[src/rtl/serial_out_driver.sv]
`default_nettype none
// ============================================================================
//  Module   : serial_out_driver
//  Purpose  : Parallel-in / serial-out driver for an external 74HC595-style
//             shift-register chain. A word accepted over valid/ready is
//             shifted out on sdo/sclk and then committed with one latch
//             pulse, so the chain outputs update atomically.
//  Revision : 1.0 - initial release
// ----------------------------------------------------------------------------
//  Parameters
//    WIDTH          bits per frame (>= 2)
//    CLK_DIV        clk cycles per sclk half-period (>= 1)
//    MSB_FIRST      1: data_in[WIDTH-1] shifted first, 0: data_in[0] first
//    REFRESH_CYCLES idle cycles before an automatic retransmit
//  Ports
//    clk        in   system clock, rising edge
//    rst_n      in   asynchronous active-low reset
//    data_in    in   parallel word to transmit
//    data_valid in   data_in valid
//    data_ready out  high only while idle
//    sdo        out  serial data to the chain
//    sclk       out  shift clock, chain samples sdo on its rising edge
//    latch      out  storage-register latch pulse, CLK_DIV cycles long
//    busy       out  high while shifting or latching
//  Configuration macro
//    AUTO_REFRESH_EN : retain the last word and retransmit it after
//                      REFRESH_CYCLES consecutive idle cycles.
// ============================================================================
module serial_out_driver #(
  parameter int WIDTH          = 22,
  parameter int CLK_DIV        = 4,
  parameter int MSB_FIRST      = 1,
  parameter int REFRESH_CYCLES = 1000
) (
  input  logic             clk,
  input  logic             rst_n,
  input  logic [WIDTH-1:0] data_in,
  input  logic             data_valid,
  output logic             data_ready,
  output logic             sdo,
  output logic             sclk,
  output logic             latch,
  output logic             busy
);

  localparam int c_BW = $clog2(WIDTH);
  localparam int c_DW = $clog2(CLK_DIV) + 1;
  localparam logic [c_BW-1:0] c_BIT_LAST = c_BW'(WIDTH - 1);
  localparam logic [c_DW-1:0] c_DIV_LAST = c_DW'(CLK_DIV - 1);

  localparam logic [1:0] S_IDLE  = 2'd0;
  localparam logic [1:0] S_SHIFT = 2'd1;
  localparam logic [1:0] S_LATCH = 2'd2;

  generate
    if (WIDTH < 2 || CLK_DIV < 1 || REFRESH_CYCLES < 1) begin : g_param_check
      $error("serial_out_driver: illegal parameter value");
    end
  endgenerate

  logic [1:0]       r_state, w_state_nxt;
  logic [c_DW-1:0]  r_div, w_div_nxt;
  logic [c_BW-1:0]  r_bit, w_bit_nxt;
  logic [WIDTH-1:0] r_shift, w_shift_nxt;
  logic             r_sdo, w_sdo_nxt;
  logic             r_sclk, w_sclk_nxt;
  logic             r_latch, w_latch_nxt;
  logic             r_busy, w_busy_nxt;
  logic             r_ready, w_ready_nxt;

  logic             w_accept;
  logic             w_refresh;
  logic             w_start;
  logic [WIDTH-1:0] w_load;
  logic             w_div_last;
  logic             w_bit_last;

  // r_ready is high exactly while the FSM is in IDLE.
  assign w_accept   = r_ready & data_valid;
  assign w_start    = w_accept | w_refresh;
  assign w_div_last = (r_div == c_DIV_LAST);
  assign w_bit_last = (r_bit == c_BIT_LAST);

`ifdef AUTO_REFRESH_EN
  localparam int c_IW = $clog2(REFRESH_CYCLES) + 1;
  localparam logic [c_IW-1:0] c_IDLE_LAST = c_IW'(REFRESH_CYCLES - 1);

  logic [c_IW-1:0]  r_idle_cnt;
  logic [WIDTH-1:0] r_last;

  // A new word on the trigger cycle takes priority over the refresh.
  assign w_refresh = r_ready & ~data_valid & (r_idle_cnt == c_IDLE_LAST);
  assign w_load    = w_accept ? data_in : r_last;

  always_ff @(posedge clk or negedge rst_n) begin
    if (!rst_n) begin
      r_idle_cnt <= '0;
      r_last     <= '0;
    end else begin
      if (w_accept) begin
        r_last <= data_in;
      end
      if (!r_ready || w_start) begin
        r_idle_cnt <= '0;
      end else begin
        r_idle_cnt <= r_idle_cnt + 1'b1;
      end
    end
  end
`else
  assign w_refresh = 1'b0;
  assign w_load    = data_in;
`endif

  // State register
  always_ff @(posedge clk or negedge rst_n) begin
    if (!rst_n) begin
      r_state <= S_IDLE;
    end else begin
      r_state <= w_state_nxt;
    end
  end

  // Next-state logic
  always_comb begin
    w_state_nxt = r_state;
    case (r_state)
      S_IDLE: begin
        if (w_start) begin
          w_state_nxt = S_SHIFT;
        end
      end
      S_SHIFT: begin
        // Leave only at the end of the last bit's high phase.
        if (w_div_last && r_sclk && w_bit_last) begin
          w_state_nxt = S_LATCH;
        end
      end
      S_LATCH: begin
        if (w_div_last) begin
          w_state_nxt = S_IDLE;
        end
      end
      default: w_state_nxt = S_IDLE;
    endcase
  end

  // Output / datapath next values; every output is registered below.
  always_comb begin
    w_div_nxt   = r_div;
    w_bit_nxt   = r_bit;
    w_shift_nxt = r_shift;
    w_sdo_nxt   = r_sdo;
    w_sclk_nxt  = r_sclk;
    w_latch_nxt = r_latch;
    w_busy_nxt  = r_busy;
    w_ready_nxt = r_ready;
    case (r_state)
      S_IDLE: begin
        w_div_nxt = '0;
        w_bit_nxt = '0;
        if (w_start) begin
          w_shift_nxt = w_load;
          w_sdo_nxt   = (MSB_FIRST != 0) ? w_load[WIDTH-1] : w_load[0];
          w_sclk_nxt  = 1'b0;
          w_busy_nxt  = 1'b1;
          w_ready_nxt = 1'b0;
        end
      end
      S_SHIFT: begin
        if (!w_div_last) begin
          w_div_nxt = r_div + 1'b1;
        end else begin
          w_div_nxt = '0;
          if (!r_sclk) begin
            w_sclk_nxt = 1'b1;
          end else begin
            // Falling sclk: the only point where sdo may move on.
            w_sclk_nxt = 1'b0;
            if (w_bit_last) begin
              w_latch_nxt = 1'b1;
            end else begin
              w_bit_nxt = r_bit + 1'b1;
              if (MSB_FIRST != 0) begin
                w_shift_nxt = {r_shift[WIDTH-2:0], 1'b0};
                w_sdo_nxt   = r_shift[WIDTH-2];
              end else begin
                w_shift_nxt = {1'b0, r_shift[WIDTH-1:1]};
                w_sdo_nxt   = r_shift[1];
              end
            end
          end
        end
      end
      S_LATCH: begin
        if (!w_div_last) begin
          w_div_nxt = r_div + 1'b1;
        end else begin
          w_div_nxt   = '0;
          w_latch_nxt = 1'b0;
          w_busy_nxt  = 1'b0;
          w_ready_nxt = 1'b1;
        end
      end
      default: begin
        w_div_nxt   = '0;
        w_bit_nxt   = '0;
        w_sdo_nxt   = 1'b0;
        w_sclk_nxt  = 1'b0;
        w_latch_nxt = 1'b0;
        w_busy_nxt  = 1'b0;
        w_ready_nxt = 1'b1;
      end
    endcase
  end

  // Output and datapath registers
  always_ff @(posedge clk or negedge rst_n) begin
    if (!rst_n) begin
      r_div   <= '0;
      r_bit   <= '0;
      r_shift <= '0;
      r_sdo   <= 1'b0;
      r_sclk  <= 1'b0;
      r_latch <= 1'b0;
      r_busy  <= 1'b0;
      r_ready <= 1'b1;
    end else begin
      r_div   <= w_div_nxt;
      r_bit   <= w_bit_nxt;
      r_shift <= w_shift_nxt;
      r_sdo   <= w_sdo_nxt;
      r_sclk  <= w_sclk_nxt;
      r_latch <= w_latch_nxt;
      r_busy  <= w_busy_nxt;
      r_ready <= w_ready_nxt;
    end
  end

  assign data_ready = r_ready;
  assign sdo        = r_sdo;
  assign sclk       = r_sclk;
  assign latch      = r_latch;
  assign busy       = r_busy;

endmodule
`default_nettype wire
[config.mk]
export PLATFORM = sky130hd
export DESIGN_NAME = serial_out_driver
export DESIGN_NICKNAME = d
export VERILOG_FILES = /design/src/rtl/serial_out_driver.sv
export SDC_FILE = /design/constraint.sdc
export NUM_CORES = 1
export LEC_CHECK = 0
export ABC_AREA = 0
export CAP_MARGIN = 20
export CORE_ASPECT_RATIO = 2
export CORE_UTILIZATION = 48
export CTS_CLUSTER_SIZE = 28
export DETAILED_ROUTE_END_ITERATION = 12
export PLACE_DENSITY = 0.79
export SYNTH_ARGS = -nofsm -noshare
export SYNTH_HDL_FRONTEND = slang
export SYNTH_SLANG_ARGS = --single-unit
[constraint.sdc]
create_clock -name clk -period 4.8 [get_ports clk]
set_clock_uncertainty 0.1 [all_clocks]
set_input_delay 0.48 -clock clk [delete_from_list [all_inputs] [get_ports clk]]
set_output_delay 0.48 -clock clk [all_outputs]
set_load 0.01 [all_outputs]
# After elaboration in Yosys (flattened, before gate mapping)
# Index checks and enable logic that the tools add are counted.
[totals]
register_bits = 36
output_inout_bits = 5
wordCells = 71
[classes]
bitwise = 4
muxes = 33
reduce_logical = 12
n_eq_ne = 11
n_addsub = 2
[op_table]
columns = ["cell", "count"]
rows = [
  ["2-to-1 mux 21 bit", 4],
  ["case mux 21 bit (2 select lines)", 1],
  ["2-to-1 mux 5 bit", 3],
  ["case mux 1 bit (3 select lines)", 5],
  ["AND reduction 5 bit", 3],
  ["inequality test 2 bit (second input constant)", 7],
  ["2-to-1 mux 1 bit", 13],
  ["case mux 5 bit (2 select lines)", 1],
  ["AND reduction 3 bit", 3],
  ["2-to-1 mux 2 bit", 3],
  ["2-to-1 mux 3 bit", 2],
  ["case mux 2 bit (3 select lines)", 1],
  ["adder 5 x 1 -> 5 bit (second input constant)", 1],
  ["equality test 5 bit (second input constant)", 1],
  ["AND reduction 4 bit", 1],
  ["adder 3 x 1 -> 3 bit (second input constant)", 1],
  ["equality test 3 x 2 -> 1 bit (second input constant)", 1],
  ["inverter 1 bit", 3],
  ["equality test 2 x 1 -> 1 bit (second input constant)", 1],
  ["equality test 2 bit (second input constant)", 1],
  ["logical AND 1 bit", 2],
  ["zero test 2 bit", 1],
  ["nonzero test 2 bit", 1],
  ["OR reduction 2 bit", 1],
  ["AND 1 bit", 1],
]

# Logic depth before layout (Yosys ltp)
[depth]
word_depth = 5
depth_mapped = 8
mapped_depth_nobuf = 6

# Worst setup path before layout
# Ideal clock, no wire load.
[synth_timing]
path_type = "register to register"
from = "register r_state[0]"
to = "register r_shift[10]"
setup_slack_ns = 2.829
stages_incl_launch_ff = 9
n_path_buf = 2
t_arrival_ns = 1.751
setup_ns = 0.119
period_less_slack_ns = 1.971
required_time_ns = 4.581
cell_sequence = "dfrtp_1 -> inv_1 -> ha_1 -> buf_2 -> a21boi_1 -> or4_4 -> buf_6 -> o22ai_2 -> nor2_1"
[synth_between]
elab_chain_cells = 3
[synth_lines]
columns = ["item", "line_no", "rtl"]
rows = [
  ["start, declared", "61", "logic [1:0] r_state, w_state_nxt;"],
  ["start signal, assigned", "120", "r_state <= w_state_nxt;"],
  ["equality test 2 x 1 -> 1 bit / zero test 2 bit (equally long branches)", "158", "case (r_state)"],
  ["inequality test 2 bit (no line) / nonzero test 2 bit (equally long branches)", "--", ""],
  ["AND reduction 5 bit (no line)", "--", ""],
  ["end signal, assigned", "231", "r_shift <= w_shift_nxt;"],
  ["end, declared", "64", "logic [WIDTH-1:0] r_shift, w_shift_nxt;"],
]
# Several ways; a longest one is shown, not always the timed one.
# A chain may end at the register's enable or synchronous reset.

# Worst setup path after layout
[layout_timing]
from = "register r_state[1]"
to = "register r_shift[20]"
# The elaborated chain is that of the path after synthesis.

==> results.md <==
- The I/O pin count is 30.
- Of the total synthesized cell area, the portion taken by full adders, half adders and majority gates is 0.0410.
- The initial antenna violation count is 0.
- The number of clock sinks is 36.
- The final number of hold-violating endpoints is 0.
- The total negative setup slack is 0 ps.
- The tree is rooted in a sky130_fd_sc_hd__clkbuf_8.
- Of all nets on the critical path, the largest fanout is 20.
- For this run, the slowest stage of the critical path takes around 770 ps.
- The path category of the worst min-delay check is reg2reg.
- The final weighted congestion in routability-driven placement is 0.844.
- The share of synthesized area in the top cell type comes to 0.478.
- At the pin with the least slew margin, the transition time is roughly 510 ps.
- The share of layout cells above drive strength 1 is 0.162.
- The number of detailed-route iterations in the first pass is 4.
- The number of gates resized after CTS is 0.
- sky130_fd_sc_hd__dfrtp_1 takes more of the synthesized area than any other cell.
- The post-route antenna net violation count is 0.
- The half-perimeter wire length of the detailed placement result is 2570 um.
- The worst setup path category is reg2reg.
- The mapped netlist covers 1830 um^2.
- Among the stages of the critical path, the cell type that occurs most often is sky130_fd_sc_hd__inv_1.
- The die span in y is 89.4 um.
- The leakage power is 0.00106 uW.
- The remaining max-slew budget at the tightest pin is 0.660.
- Summed over all layers, the routed wires come to 3680 um.
- The minimum clock period after layout is 2450 ps.
- The via total after detailed routing is 1406.
- The count of final max-slew check failures is 0.
- The number of max-cap violations is 0.
- Counting flops and latches in the post-synthesis netlist gives 36.
- The die footprint is about 4000 um^2.
- In the final design database the tool counted between 200 and 250 nets.
- After technology mapping, the gate count stands at around 180.
- Yosys attributes the largest share of cell area to sky130_fd_sc_hd__dfrtp_1 48%, sky130_fd_sc_hd__o22ai_2 14%, sky130_fd_sc_hd__nor2_1 9.4%, sky130_fd_sc_hd__a21oi_1 4.1%, sky130_fd_sc_hd__ha_1 4.1%.
- The endpoint type of the worst setup path is a flip-flop.
- The number of buffers created by CTS is 5.
- Setup repair after global routing left no endpoint under its margin.
- The sequential element share of the synthesized area is 0.492.
- Clock latency on the worst-skew pair, taken at its later pin, is a little under 300 ps.
- The number of global-route vias before repair is about 1400.
- The number of H-tree branching levels is 2.
- The post-synthesis area per instance is 10.2 um^2.
- By area, the combinational part of the netlist is dominated by compound AO/OA/AOI/OAI gates.
- After synthesis, the share of cell area in mux cells is 0.00546.
- The maximum VDD drop is 0.000376 V.
- Dividing the detail-routed via count by the number of cells gives roughly 5.4.
- Setup violations remaining at the end of the flow were counted as 0.
- The startpoint class of the critical path is a flip-flop.
- Of the available clock period, the critical path in the final layout requires 0.510.
- During synthesis, Yosys emitted a total of 0 warnings.
- The global-route wire length before repair is 6040 um.
- Static timing analysis puts the maximum clock frequency at 408 MHz.
- The detailed router finished its first iteration with 26 violations.
- The clock transition time at the flip-flop clock pins of the worst setup and hold paths is 70 ps.
- The number of stages on the worst hold path is 1.
- Walking the worst path, the cells encountered are inv_1 > ha_1 > inv_1 > or4_4 > o22ai_2 > nor2_1.
- STA puts the critical path data arrival time at 2520 ps.
- The die boundary width is 45.7 um.
- The growth of design area from synthesis to finish is 23.3%.
- The cts-stage hold buffer count is 0.
- The effective utilization at floorplan is 0.503.
- The filler cells instantiated in the layout total 316.
- The average wire length per cell after detail routing is 14.2 um.
- The number of antenna diodes in the final layout is 0.
- TritonCTS built the clock tree.
- At the worst endpoint, the required time is 4870 ps.
- The run finished with clean final reports.
- Input and output buffers added on the ports amount to 29.
- The area fraction in and, or, nand and nor cells after synthesis is 0.175.
- The total overflow left after global routing is 0.
- The number of rows in the core area is 31.
- The number of nets in the synthesized netlist is 210.
- The number of cells on the worst reg-to-reg path is 6.
- Of the total synthesized cell area, the portion taken by XOR and XNOR cells is 0.
- After synthesis, the netlist uses 34 different library cells.
- The total track usage is 0.206.
- For this run, the share of the core covered by cells in the final layout is 0.620.
- The DRC violation count after routing is 0.
- In this run the power density over the cells is 262 nW/um^2.
- The clock passes through at most 2 buffers.
- The largest net degree at the start of global routing is 37.
- The highest-delay cell along the critical path is sky130_fd_sc_hd__or4_4.
- The post-CTS setup buffer count is 0.
- The fraction of the mapped netlist area in compound gates is 0.244.
- The power after layout is approximately 590 uW.
- The area inside the core boundary is roughly 3600 um^2.
## final cells by class
class | count | area [um^2] | area share
Clock buffer | 6 | 72.6 | 0.0321
Clock inverter | 2 | 35.0 | 0.0155
Multi-Input combinational cell | 130 | 861 | 0.381
Timing Repair Buffer | 32 | 313 | 0.138
Inverter | 4 | 15.0 | 0.00664
Sequential cell | 36 | 902 | 0.399
Tap cell | 49 | 61.3 | 0.0271
## layout by cell type, fill, tap and decap left out, types with 2 or more instances in the layout
master / n
sky130_fd_sc_hd__a21o_1: 3
sky130_fd_sc_hd__clkdlybuf4s50_1: 29
sky130_fd_sc_hd__nand4b_1: 2
sky130_fd_sc_hd__inv_1: 4
sky130_fd_sc_hd__nor2_1: 46
sky130_fd_sc_hd__buf_4: 3
sky130_fd_sc_hd__o21ai_0: 5
sky130_fd_sc_hd__clkbuf_8: 5
sky130_fd_sc_hd__ha_1: 6
sky130_fd_sc_hd__and3_1: 2
sky130_fd_sc_hd__o22ai_2: 20
sky130_fd_sc_hd__nand2_1: 7
sky130_fd_sc_hd__a21oi_1: 15
sky130_fd_sc_hd__dfrtp_1: 35
sky130_fd_sc_hd__nand3_1: 5
## critical path, delay by kind of cell, from the launching register on
family,cells,cell delay [ps]
simple gates,2,830
fa+ha+maj,1,480
flops,1,400
buf+inv,2,350
compound gates,1,180
## where the power goes
group          internal, uW  total (uW)  leakage (uW)  switching, uW
clock                   154         260     0.0000552            106
sequential              303         303      0.000475              0
combinational          17.7        28.2      0.000530           10.5
total                   475         591       0.00106            116
## flip-flops by register name (all words and copies together), names as in the netlist
signal and cells:
sdo 1, sclk 1, data_ready 1, busy 1
latch 1, r_state 2, r_bit 5, r_shift 21
r_div 3
## per-stage QoR
step | hold WS (ps) | worst slack, ps | instances | instance area [um^2]
floorplan | 84.4 | 2830 | 179 | 1830
global placement | 319 | 2420 | 251 | 2150
detailed placement | 336 | 2400 | 251 | 2150
CTS | 346 | 2410 | 259 | 2260
global route | 370 | 2210 | 259 | 2260
finish | 340 | 2350 | 259 | 2260
## cells in the mapped netlist, drive strengths merged
cell type and n:
a21boi 1, a21o 3, a21oi 15, a221oi 1, a31oi 1, and3 2, and3b 1, and4b 1
buf 8, clkbuf 1, dfrtp 35, dfstp 1, ha 6, inv 4, mux2i 1, nand2 7
nand2b 1, nand3 5, nand3b 1, nand4b 2, nor2 46, nor2b 1, nor3 1, nor4 1
o21a 1, o21ai 5, o22a 1, o22ai 20, o311ai 1, o32ai 1, o41ai 2, or2 1
or4 1
## path summary, 6_finish.rpt
check / start / endpoint / slack [ps]
max: r_state[1] / r_shift[20] / 2350
min: r_div[0] / r_div[0] / 340
max reg2reg: r_state[1] / r_shift[20] / 2350
min reg2reg: r_div[0] / r_div[0] / 340
max in group asynchronous: rst_n / data_ready / 3750
min in group asynchronous: rst_n / r_shift[2] / 500
## cells by family (layout without fill, tap and decap cells)
group	Yosys count	after routing
flops	36	36
simple gates	71	71
compound gates	52	52
fa+ha+maj	6	6
mux	1	1
buf+inv	13	44
## layer usage
layer / routed length (um) / vias to the layer above / track usage
met5: 0 / - / 0
met3: 163 / 8 / 0.0364
met1: 1470 / 662 / 0.237
li1: - / 697 / -
met4: 80 / 0 / 0.107
met2: 1970 / 39 / 0.353
Note: power is estimated with default switching activity, not from simulation.
